==> src/rtl/aes_round_sequencer.sv <==
// -----------------------------------------------------------------------------
// aes_round_sequencer
//
// Iterative AES encryption controller. It owns one shared round datapath (an
// external `round` instance and a `final_round` instance) and sequences one
// 128-bit block at a time through it:
//   - It accepts a plaintext block on a valid/ready handshake and applies the
//     initial AddRoundKey with round key 0.
//   - It runs NR-1 full rounds and one final round. Each round waits out the
//     ROUND_LAT-cycle registered latency of the datapath.
//   - It presents the ciphertext on a valid/ready output handshake.
//
// Parameters
//   ROUND_LAT  datapath latency in cycles, 1..15
//   NR         number of AES rounds: 10, 12 or 14
//
// Ports
//   clk, reset          rising-edge clock, synchronous active-high reset
//   in_valid/in_ready   plaintext handshake; in_ready is high only in IDLE
//   in_data             plaintext block
//   out_valid/out_ready ciphertext handshake; out_valid is high only in DONE
//   out_data            ciphertext (the working state register)
//   rk_idx, rk_in       round-key index to the key store, and the key it
//                       returns combinationally
//   rnd_din, rnd_key    state and key driven into the shared datapath
//   final_sel           high during round NR; selects fin_dout
//   rnd_dout, fin_dout  outputs of the full-round and final-round instances
//   busy                high while a block is in flight or waiting for output
//   blk_cnt             completed-block counter. It exists only when the
//                       AES_SEQ_PERF_EN macro is defined.
//
// Optional feature macro: AES_SEQ_PERF_EN
// -----------------------------------------------------------------------------
//
// state | meaning
// ------+--------------------------------------------------------------
// IDLE  | waiting for a plaintext block; rnd_q = 0 so key 0 is presented
// ROUND | round rnd_q in flight; wcnt_q counts datapath latency cycles
// DONE  | ciphertext held on out_data until out_ready

module aes_round_sequencer #(
  parameter int ROUND_LAT = 3,
  parameter int NR        = 10
) (
  input  logic         clk,
  input  logic         reset,
  input  logic         in_valid,
  output logic         in_ready,
  input  logic [127:0] in_data,
  output logic         out_valid,
  input  logic         out_ready,
  output logic [127:0] out_data,
  output logic [3:0]   rk_idx,
  input  logic [127:0] rk_in,
  output logic [127:0] rnd_din,
  output logic [127:0] rnd_key,
  output logic         final_sel,
  input  logic [127:0] rnd_dout,
  input  logic [127:0] fin_dout,
  output logic         busy
`ifdef AES_SEQ_PERF_EN
  ,
  output logic [15:0]  blk_cnt
`endif
);

  typedef enum logic [1:0] {
    IDLE  = 2'd0,
    ROUND = 2'd1,
    DONE  = 2'd2
  } st_e;

  localparam logic [3:0] LAT_C = 4'(ROUND_LAT);
  localparam logic [3:0] NR_C  = 4'(NR);

  st_e          st_q, st_d;
  logic [127:0] state_q, state_d;
  logic [3:0]   rnd_q, rnd_d;
  logic [3:0]   wcnt_q, wcnt_d;

  // The datapath inputs come straight from registers. They are stable for the
  // whole round, which is what a registered datapath of fixed latency needs.
  assign rk_idx    = rnd_q;
  assign rnd_din   = state_q;
  assign rnd_key   = rk_in;
  assign out_data  = state_q;
  assign final_sel = (st_q == ROUND) && (rnd_q == NR_C);

  always_comb begin
    st_d      = st_q;
    state_d   = state_q;
    rnd_d     = rnd_q;
    wcnt_d    = wcnt_q;
    in_ready  = 1'b0;
    out_valid = 1'b0;
    busy      = 1'b0;
    case (st_q)
      IDLE: begin
        in_ready = 1'b1;
        if (in_valid) begin
          // rk_idx is 0 in IDLE, so rk_in is the initial round key here.
          state_d = in_data ^ rk_in;
          rnd_d   = 4'd1;
          wcnt_d  = 4'd0;
          st_d    = ROUND;
        end
      end
      ROUND: begin
        busy = 1'b1;
        if (wcnt_q == LAT_C) begin
          state_d = final_sel ? fin_dout : rnd_dout;
          wcnt_d  = 4'd0;
          if (rnd_q == NR_C) begin
            st_d = DONE;
          end else begin
            rnd_d = rnd_q + 4'd1;
          end
        end else begin
          wcnt_d = wcnt_q + 4'd1;
        end
      end
      DONE: begin
        busy      = 1'b1;
        out_valid = 1'b1;
        if (out_ready) begin
          st_d  = IDLE;
          rnd_d = 4'd0;
        end
      end
      default: begin
        st_d = IDLE;
      end
    endcase
  end

  always_ff @(posedge clk) begin
    if (reset) begin
      st_q    <= IDLE;
      state_q <= '0;
      rnd_q   <= '0;
      wcnt_q  <= '0;
    end else begin
      st_q    <= st_d;
      state_q <= state_d;
      rnd_q   <= rnd_d;
      wcnt_q  <= wcnt_d;
    end
  end

`ifdef AES_SEQ_PERF_EN
  logic [15:0] blk_cnt_q;

  // The counter wraps naturally at 16 bits.
  always_ff @(posedge clk) begin
    if (reset) begin
      blk_cnt_q <= '0;
    end else if (out_valid && out_ready) begin
      blk_cnt_q <= blk_cnt_q + 16'd1;
    end
  end

  assign blk_cnt = blk_cnt_q;
`endif

endmodule

==> config.mk <==
export PLATFORM = sky130hd
export DESIGN_NAME = aes_round_sequencer
export DESIGN_NICKNAME = d
export VERILOG_FILES = /design/src/rtl/aes_round_sequencer.sv
export SDC_FILE = /design/constraint.sdc
export NUM_CORES = 1
export LEC_CHECK = 0
export CORE_AREA = 2 2 353 355
export CTS_CLUSTER_SIZE = 24
export DETAILED_ROUTE_END_ITERATION = 6
export DIE_AREA = 0 0 355 357
export PLACE_DENSITY = 0.35
export RECOVER_POWER = 25
export SYNTH_ARGS = -nofsm -noshare
export SYNTH_HDL_FRONTEND = slang
export SYNTH_SLANG_ARGS = --single-unit
==> constraint.sdc <==
create_clock -name clk -period 2.3 [get_ports clk]
set_clock_uncertainty 0.1 [all_clocks]
set_input_delay 0.23 -clock clk [delete_from_list [all_inputs] [get_ports clk]]
set_output_delay 0.23 -clock clk [all_outputs]
set_load 0.01 [all_outputs]
==> impl_metrics.tcl, run 1 <==
set metrics [dict create \
    crit_path_frequent_cell "buf_12" \
    startpoint "wcnt_q[0]" \
    ant_nets 0 \
    r2r_slack_ns 0.09 \
    synthCells 1167 \
    path_delay_family "simple AND/OR/NAND/NOR gates" \
    cts_buffer_depth 2 \
    nets 2361 \
    relSlewSlack_pct 57.2 \
    clk_latency_ns 0.49 \
    root_buffer "clkbuf_16" \
    ys.flop_type "dfxtp_1" \
    fin_cells 3488 \
    post-place-cells 3453 \
    holdPathStages 3 \
    post-route-min-period_ns 2.21 \
    vdd_drop_max_v 0.000619 \
    cap_violations 0 \
    yosysWarnings 0 \
    cp-start-kind "flop" \
    p_clk_share_pct 18.9 \
    power.leakage_uw 0.00707 \
    status "complete, no violations" \
    critical_path_class "reg -> reg" \
    drc 0 \
    slowest_delay_ns 0.43 \
    ioPinCount 908 \
    syn_area_mm2 0.00971 \
    switchingPower_uw 6060 \
    yosysMostFrequentCell "buf_4" \
    area_growth_pct 105 \
    synth_edf_count 0 \
    numCtsBuffers 17 \
    dieArea_mm2 0.127 \
    finalSetupTns_ns 0 \
    placed_cell_area_mm2 0.0193 \
    hold_start "fin_dout[2]" \
    groute.usage.overall_pct 12.0 \
    holdPathEnd "out_data[2]" \
    wl_per_cell_um 22.5 \
    grt_max_degree 76 \
    synth_area_leaders "dfxtp_1, buf_4, xor2_1" \
    htreeDepth 4 \
    max_freq_mhz 453 \
    async_flop_share_pct 0 \
    synth_area_per_cell_um2 8.32 \
    worst_setup_path_end_kind "flop" \
    yosysTopAreaCell "dfxtp_1" \
    cts_tree "built" \
    coreArea_mm2 0.123 \
    fin_ws_ns 0.0929 \
    final_area_mm2 0.0199 \
    power.density_mw_per_mm2 774 \
    fin_crit_sh_pct 96.0 \
    yosysTopAreaCellShare_pct 28.4 \
    via_per_inst 3.09 \
    crit_buf_inv 2 \
    grt.overflow.total 0 \
    crit_fanout 19 \
    die_h_um 357 \
    crit_slowest_cell "or3b_4" \
    reg2reg_to "out_data[27]" \
    r2r-start "wcnt_q[0]" \
    seqPwrFrac_pct 25.6 \
    setup_viol 0 \
    port_buffers 907 \
    initial_core_util_pct 7.90 \
    drive_gt1_share_pct 7.68 \
    critPathRequiredTime_ns 2.59 \
    grt_pass1_vias 11500 \
    dp_hpwl_mm 68.8 \
    path_cells "ha_2 > or3b_4 > a21oi_4 > nand2_4 > buf_12 > buf_12 > o32ai_1" \
    netlist-cell-type-count 40 \
    grt_first_pass_wirelength_mm 102 \
    die_w_um 355 \
    ys_top_cells_by_count "buf_4, dfxtp_1, inv_1, nor2_1, o22ai_1" \
    syn-num-nets 1690 \
    drt_iter0_drc 352 \
    hold_viol 0 \
    ff2ff_path_depth 7 \
    clk_pin_slew_ns 0.07 \
    drt_wl_total_mm 78.6 \
    final_max_slew_viol_count 0 \
    tightest_slew_ns 0.645 \
    gp_congestion 0.853 \
    antenna_found_initial 21 \
    hold_class "in -> reg" \
    fin_util_pct 16.2 \
    switching_share_pct 39.3 \
    combinationalPowerShare_pct 55.5 \
    pre_cts_ws_ns 0.0937 \
    critPathArrivalTime_ns 2.49 \
    ys_seq_area_share_pct 28.4 \
    num_rows 129 \
    cts_sinks 138 \
    internal-power_uw 9350 \
    via_count 10800 \
    dr.pass1.iters 6 \
    ys_ff_latch 138 \
]
==> how the worst max path moves through the flow <==
stage                        end  slack (ns)  cells past startpoint
finish              out_data[27]        0.09                      7
global placement       rk_idx[2]        0.09                      5
CTS                  rnd_din[82]        0.01                      1
global route        out_data[89]      -0.002                      7
floorplan           out_data[75]        0.25                      8
detailed placement  out_data[33]        0.09                      7
==> kinds of logic after synthesis <==
kind of cell | Yosys count | share of synthesized area [%]
mux | 4 | 0.438
flops | 138 | 28.4
buf+inv | 464 | 29.2
fa+ha+maj | 7 | 0.902
xor+xnor | 128 | 11.5
simple gates | 152 | 6.42
compound gates | 274 | 23.1
==> per-stage QoR <==
| step | hold WS (ns) | total power [µW] |
|---|---|---|
| after floorplan | 0.346 | 7880 |
| after global placement | 0.367 | 12800 |
| after detailed placement | 0.371 | 12800 |
| after CTS | 0.191 | 15900 |
| after global routing | 0.239 | 16300 |
| final | 0.257 | 15400 |
==> registers in the layout, indices dropped and copies added (netlist names) <==
name / flops
out_data: 128
rk_idx: 4
st_q: 2
wcnt_q: 4
==> power groups by stage <==
stage	registers [µW]	logic, µW	clock network, µW
after floorplan	3950	3930	0
after global placement	4050	8780	0
after detailed placement	4040	8760	0
after CTS	4010	8790	3090
after global routing	4060	9150	3140
final	3950	8550	2910
==> placed cells by master (no fill, tap or decap), types with 3 or more instances in the layout <==
master and instances:
clkdlybuf4s50_1 774, ha_1 5, xor2_1 128, dlygate4sd3_1 126
o32ai_1 106, clkbuf_16 17, inv_1 136, buf_4 55
nor3_1 3, o22ai_1 130, nor2b_1 3, dfxtp_2 3
clkbuf_1 7, nor2_1 131, buf_12 19, o32ai_2 22
dfxtp_1 135
==> area by class of cell <==
cell class,count,area (µm²)
inverter,136,510
fill,14000,103000
sequential,138,2770
antenna,2,5.00
tap,1637,2050
clock buffer,23,468
multi-input combinational,565,4180
timing repair buffer,980,9840
clock inverter,7,93.8
==> per-layer routing <==
metal  vias up  part of all wire, %  wire (µm)  GRT usage, %
met3        51                  7.3       5750          3.45
li1       5119                    -          -             -
met5         -                0.027         21             0
met1      5069                   43      33600          15.1
met2       520                   49      38300          20.2
met4         4                  1.1        845          2.28
==> timing repair <==
action	in CTS	in global routing
cloned	0	0
gates resized for setup	5	7
endpoints found under the setup margin	2	29
hold buffers	0	0
pin swaps	0	1
buffers inserted	1	2
==> worst reg2reg max path: stages (launching register included) <==
cell and delay (ns):
dfxtp_1 0.38, ha_2 0.21, or3b_4 0.43, a21oi_4 0.20, nand2_4 0.09, buf_12 0.16, buf_12 0.24, o32ai_1 0.29
Note: power is estimated with default switching activity, not from simulation.
==> run 2, diff against run 1 <==
GPL_TIMING_DRIVEN = 0   (was not set)
SETUP_SLACK_MARGIN = 0.1   (was not set)
==> impl_metrics.tcl, run 2 (synthesis results as in run 1) <==
set metrics [dict create \
    cp-start-kind "flop" \
    die_h_um 357 \
    relSlewSlack_pct 50.3 \
    power.density_mw_per_mm2 790 \
    final_cell_mix "clkdlybuf4s50_1, buf_4, inv_1, dfxtp_1, nor2_1" \
    setup_viol 0 \
    dp_hpwl_mm 78.6 \
    dr.pass1.iters 5 \
    hold_viol 0 \
    drive_gt1_share_pct 21.5 \
    via_count 12000 \
    groute.usage.overall_pct 13.7 \
    path_delay_family "buffers and inverters" \
    slowest_delay_ns 0.39 \
    rsz0062_at_grt "yes" \
    antenna_found_initial 28 \
    hold_buffers 0 \
    grt_max_degree 17 \
    mostFrequentLayoutCell "clkdlybuf4s50_1" \
    drt_wl_total_mm 91.0 \
    coreArea_mm2 0.123 \
    die_w_um 355 \
    numCtsBuffers 17 \
    ioPinCount 908 \
    grt.overflow.total 0 \
    hold_class "in -> reg" \
    dieArea_mm2 0.127 \
    crit_buf_inv 4 \
    nets 2624 \
    wl_per_cell_um 24.2 \
    root_buffer "clkbuf_16" \
    cts_buffer_depth 2 \
    drt_iter0_drc 568 \
    ant_nets 0 \
    final_max_slew_viol_count 0 \
    num_rows 129 \
    vdd_drop_max_v 0.000627 \
    area_growth_pct 129 \
    power.leakage_uw 0.00857 \
    initial_core_util_pct 7.90 \
    fin_crit_sh_pct 93.7 \
    critical_path_class "reg -> reg" \
    tightest_slew_ns 0.743 \
    gp_congestion 0.812 \
    status "complete, no violations" \
    drc 0 \
    grt_first_pass_wirelength_mm 115 \
    crit_path_frequent_cell "buf_4" \
    cap_violations 0 \
    grt_pass1_vias 12400 \
    clk_latency_ns 0.50 \
    htreeDepth 4 \
    critPathArrivalTime_ns 2.45 \
    port_buffers 907 \
    cts_sinks 138 \
    post-route-min-period_ns 2.15 \
    crit_fanout 10 \
    cts_tree "built" \
    critPathRequiredTime_ns 2.60 \
    worst_setup_path_end_kind "flop" \
    crit_slowest_cell "dfxtp_1" \
    via_per_inst 3.19 \
    path_cells "inv_1 > ha_4 > buf_4 > mux2i_4 > a21oi_4 > or2_2 > buf_4 > buf_6 > o32ai_1" \
    whs_ns 0.257 \
    clk_pin_slew_ns 0.08 \
    largest_register_ffs 128 \
    max_freq_mhz 464 \
    total_power_uw 17600 \
]
run 2: cell type report:
type,instances,area [µm²]
clock buffers,17,425
diodes,7,17.5
repair buffers,915,9150
inverters,136,510
flip-flops and latches,138,2770
multi-input cells,565,4540
clock inverters,14,174
well taps,1637,2050
plain buffers,328,2620
fillers,13900,101000
run 2: worst register-to-register path, stage by stage, from the launching register on:
cell and delay, ns:
dfxtp_1 0.39, inv_1 0.13, ha_4 0.20, buf_4 0.14
mux2i_4 0.18, a21oi_4 0.05, or2_2 0.32, buf_4 0.22
buf_6 0.19, o32ai_1 0.14
run 2: power breakdown:
group	leakage [µW]	internal (µW)	switching, µW
registers	0.00114	3110	807
clock network	0.000282	1710	1480
logic	0.00715	5640	4840
total	0.00857	10500	7130
run 2: metrics by stage:
step	instances	setup WS (ns)	utilization, %	cell area, µm²	setup TNS (ns)
final	3757	0.146	18.1	22300	0
after global routing	3752	0.0587	18.1	22200	0
after CTS	3744	0.0788	17.8	21800	0
after detailed placement	3711	-1.30	16.9	20800	-96.70
after global placement	3711	-1.30	16.9	20800	-97.31
after floorplan	1167	0.250	-	9710	0
run 2: worst paths after layout:
kind / start / to / slack (ns) / depth (start not counted)
max: st_q[1] / out_data[61] / 0.15 / 9
min: fin_dout[96] / out_data[96] / 0.26 / 3
max reg2reg: st_q[1] / out_data[61] / 0.15 / 9
min reg2reg: out_data[64] / out_data[64] / 0.37 / 2
run 2: layer usage:
layer | global-route usage [%] | routed length, µm | vias up
li1 | - | - | 5665
met1 | 17.4 | 40000 | 5714
met2 | 22.9 | 43900 | 537
met3 | 4.24 | 5990 | 60
met4 | 2.80 | 1090 | 8
met5 | 0 | 56 | -
run 2: what timing repair did:
action / in CTS / in global routing
gates cloned: 0 / 1
resized for setup: 135 / 66
endpoints found under the setup margin: 141 / 123
hold endpoints to repair: 0 / 0
pin swaps: 1 / 3
buffers inserted: 2 / 5
==> run 3, diff against run 2 <==
CAP_MARGIN = 20   (was not set)
CORE_AREA = 4 4 355 357   (was 2 2 353 355)
DIE_AREA = 0 0 359 361   (was 0 0 355 357)
GPL_TIMING_DRIVEN = not set   (was 0)
==> impl_metrics.tcl, run 3 (synthesis results as in run 1) <==
set metrics [dict create \
    coreArea_mm2 0.123 \
    rsz0062_at_grt "no" \
    clk_pin_slew_ns 0.08 \
    area_growth_pct 104 \
    dp_hpwl_mm 72.6 \
    die_h_um 361 \
    worst_setup_path_end_kind "flop" \
    via_count 10900 \
    drc 0 \
    dieArea_mm2 0.130 \
    largest_register_ffs 128 \
    gp_congestion 0.814 \
    dr.pass1.iters 4 \
    initial_core_util_pct 7.90 \
    cts_buffer_depth 2 \
    wl_per_cell_um 24.3 \
    status "complete, no violations" \
    final_cell_mix "clkdlybuf4s50_1, inv_1, dfxtp_1, nor2_1, o22ai_1" \
    htreeDepth 4 \
    drt_iter0_drc 459 \
    hold_viol 0 \
    crit_fanout 54 \
    grt.overflow.total 0 \
    layout.filler_cells 13900 \
    setup_viol 0 \
    nets 2334 \
    ioPinCount 908 \
    grt_first_pass_wirelength_mm 110 \
    hold_class "in -> reg" \
    grt_max_degree 61 \
    post-route-min-period_ns 2.13 \
    cts_sinks 138 \
    numCtsBuffers 17 \
    cts_tree "built" \
    clk_latency_ns 0.50 \
    finalSetupTns_ns 0 \
    grt_pass1_vias 11600 \
    crit_slowest_cell "or3b_4" \
    mostFrequentLayoutCell "clkdlybuf4s50_1" \
    drive_gt1_share_pct 7.13 \
    fin_crit_sh_pct 92.6 \
    critical_path_class "reg -> reg" \
    num_rows 129 \
    drt_wl_total_mm 84.1 \
    fin_util_pct 16.1 \
    power.leakage_uw 0.00695 \
    tightest_slew_ns 0.767 \
    antenna_found_initial 29 \
    critPathArrivalTime_ns 2.43 \
    root_buffer "clkbuf_16" \
    critPathRequiredTime_ns 2.60 \
    via_per_inst 3.14 \
    relSlewSlack_pct 48.9 \
    power.density_mw_per_mm2 793 \
    cp-start-kind "flop" \
    groute.usage.overall_pct 12.5 \
    slowest_delay_ns 0.40 \
    max_freq_mhz 470 \
    port_buffers 907 \
    cap_violations 0 \
    ant_nets 0 \
    die_w_um 359 \
    vdd_drop_max_v 0.000629 \
    final_max_slew_viol_count 0 \
    path_cells "ha_4 > or3b_4 > a21oi_4 > nand2_4 > buf_12 > o32ai_1" \
]
run 3: path summary, 6_finish.rpt:
kind	start	to	slack, ns	cells past startpoint
worst max-delay path	wcnt_q[1]	out_data[26]	0.17	6
worst min-delay path	fin_dout[122]	out_data[122]	0.25	3
worst max register to register	wcnt_q[1]	out_data[26]	0.17	6
worst min register to register	out_data[23]	out_data[23]	0.38	2
run 3: routing by layer:
layer | routed length (µm) | up-vias | global-route usage [%]
li1 | - | 5074 | -
met1 | 37100 | 5211 | 15.9
met2 | 40900 | 516 | 21.1
met3 | 5190 | 63 | 3.67
met4 | 865 | 4 | 1.92
met5 | 27 | - | 0
run 3: stage by stage:
stage | instance area (µm²) | instances | hold WS [ns] | setup WS (ns) | total power, µW
after floorplan | 9710 | 1167 | 0.346 | 0.250 | 7880
after global placement | 19000 | 3423 | 0.361 | 0.0568 | 12700
final | 19800 | 3464 | 0.254 | 0.171 | 15700
after CTS | 19700 | 3457 | 0.185 | 0.105 | 16100
after global routing | 19800 | 3462 | 0.221 | 0.106 | 16600
after detailed placement | 19000 | 3423 | 0.371 | 0.0538 | 12700
run 3: timing repair:
action                                  in CTS  in global routing
gates resized for setup                     15                 23
endpoints found under the setup margin      99                126
hold buffers                                 0                  0
buffers inserted                             2                  4
pin swaps                                    2                  2
run 3: power by group:
part,total [µW],leakage [µW],internal (µW),switching [µW]
logic,8550,0.00553,4540,4010
clock network,3190,0.000284,1750,1440
registers,3980,0.00114,3110,868
total,15700,0.00695,9400,6320
run 3: final cells by class:
type	instances	area [µm²]	share of cell area, %
antenna	3	7.51	0.0379
clock buffer	20	447	2.25
clock inverter	12	164	0.827
inverter	136	510	2.58
multi-input combinational	565	4260	21.5
sequential	138	2780	14.0
tap	1637	2050	10.3
timing repair buffer	953	9600	48.4
run 3: critical path: cells and delay by family (launching register included):
kind,cells,cell delay [ns]
fa+ha+maj,1,0.13
flops,1,0.37
compound gates,2,0.55
buf+inv,1,0.19
simple gates,2,0.53
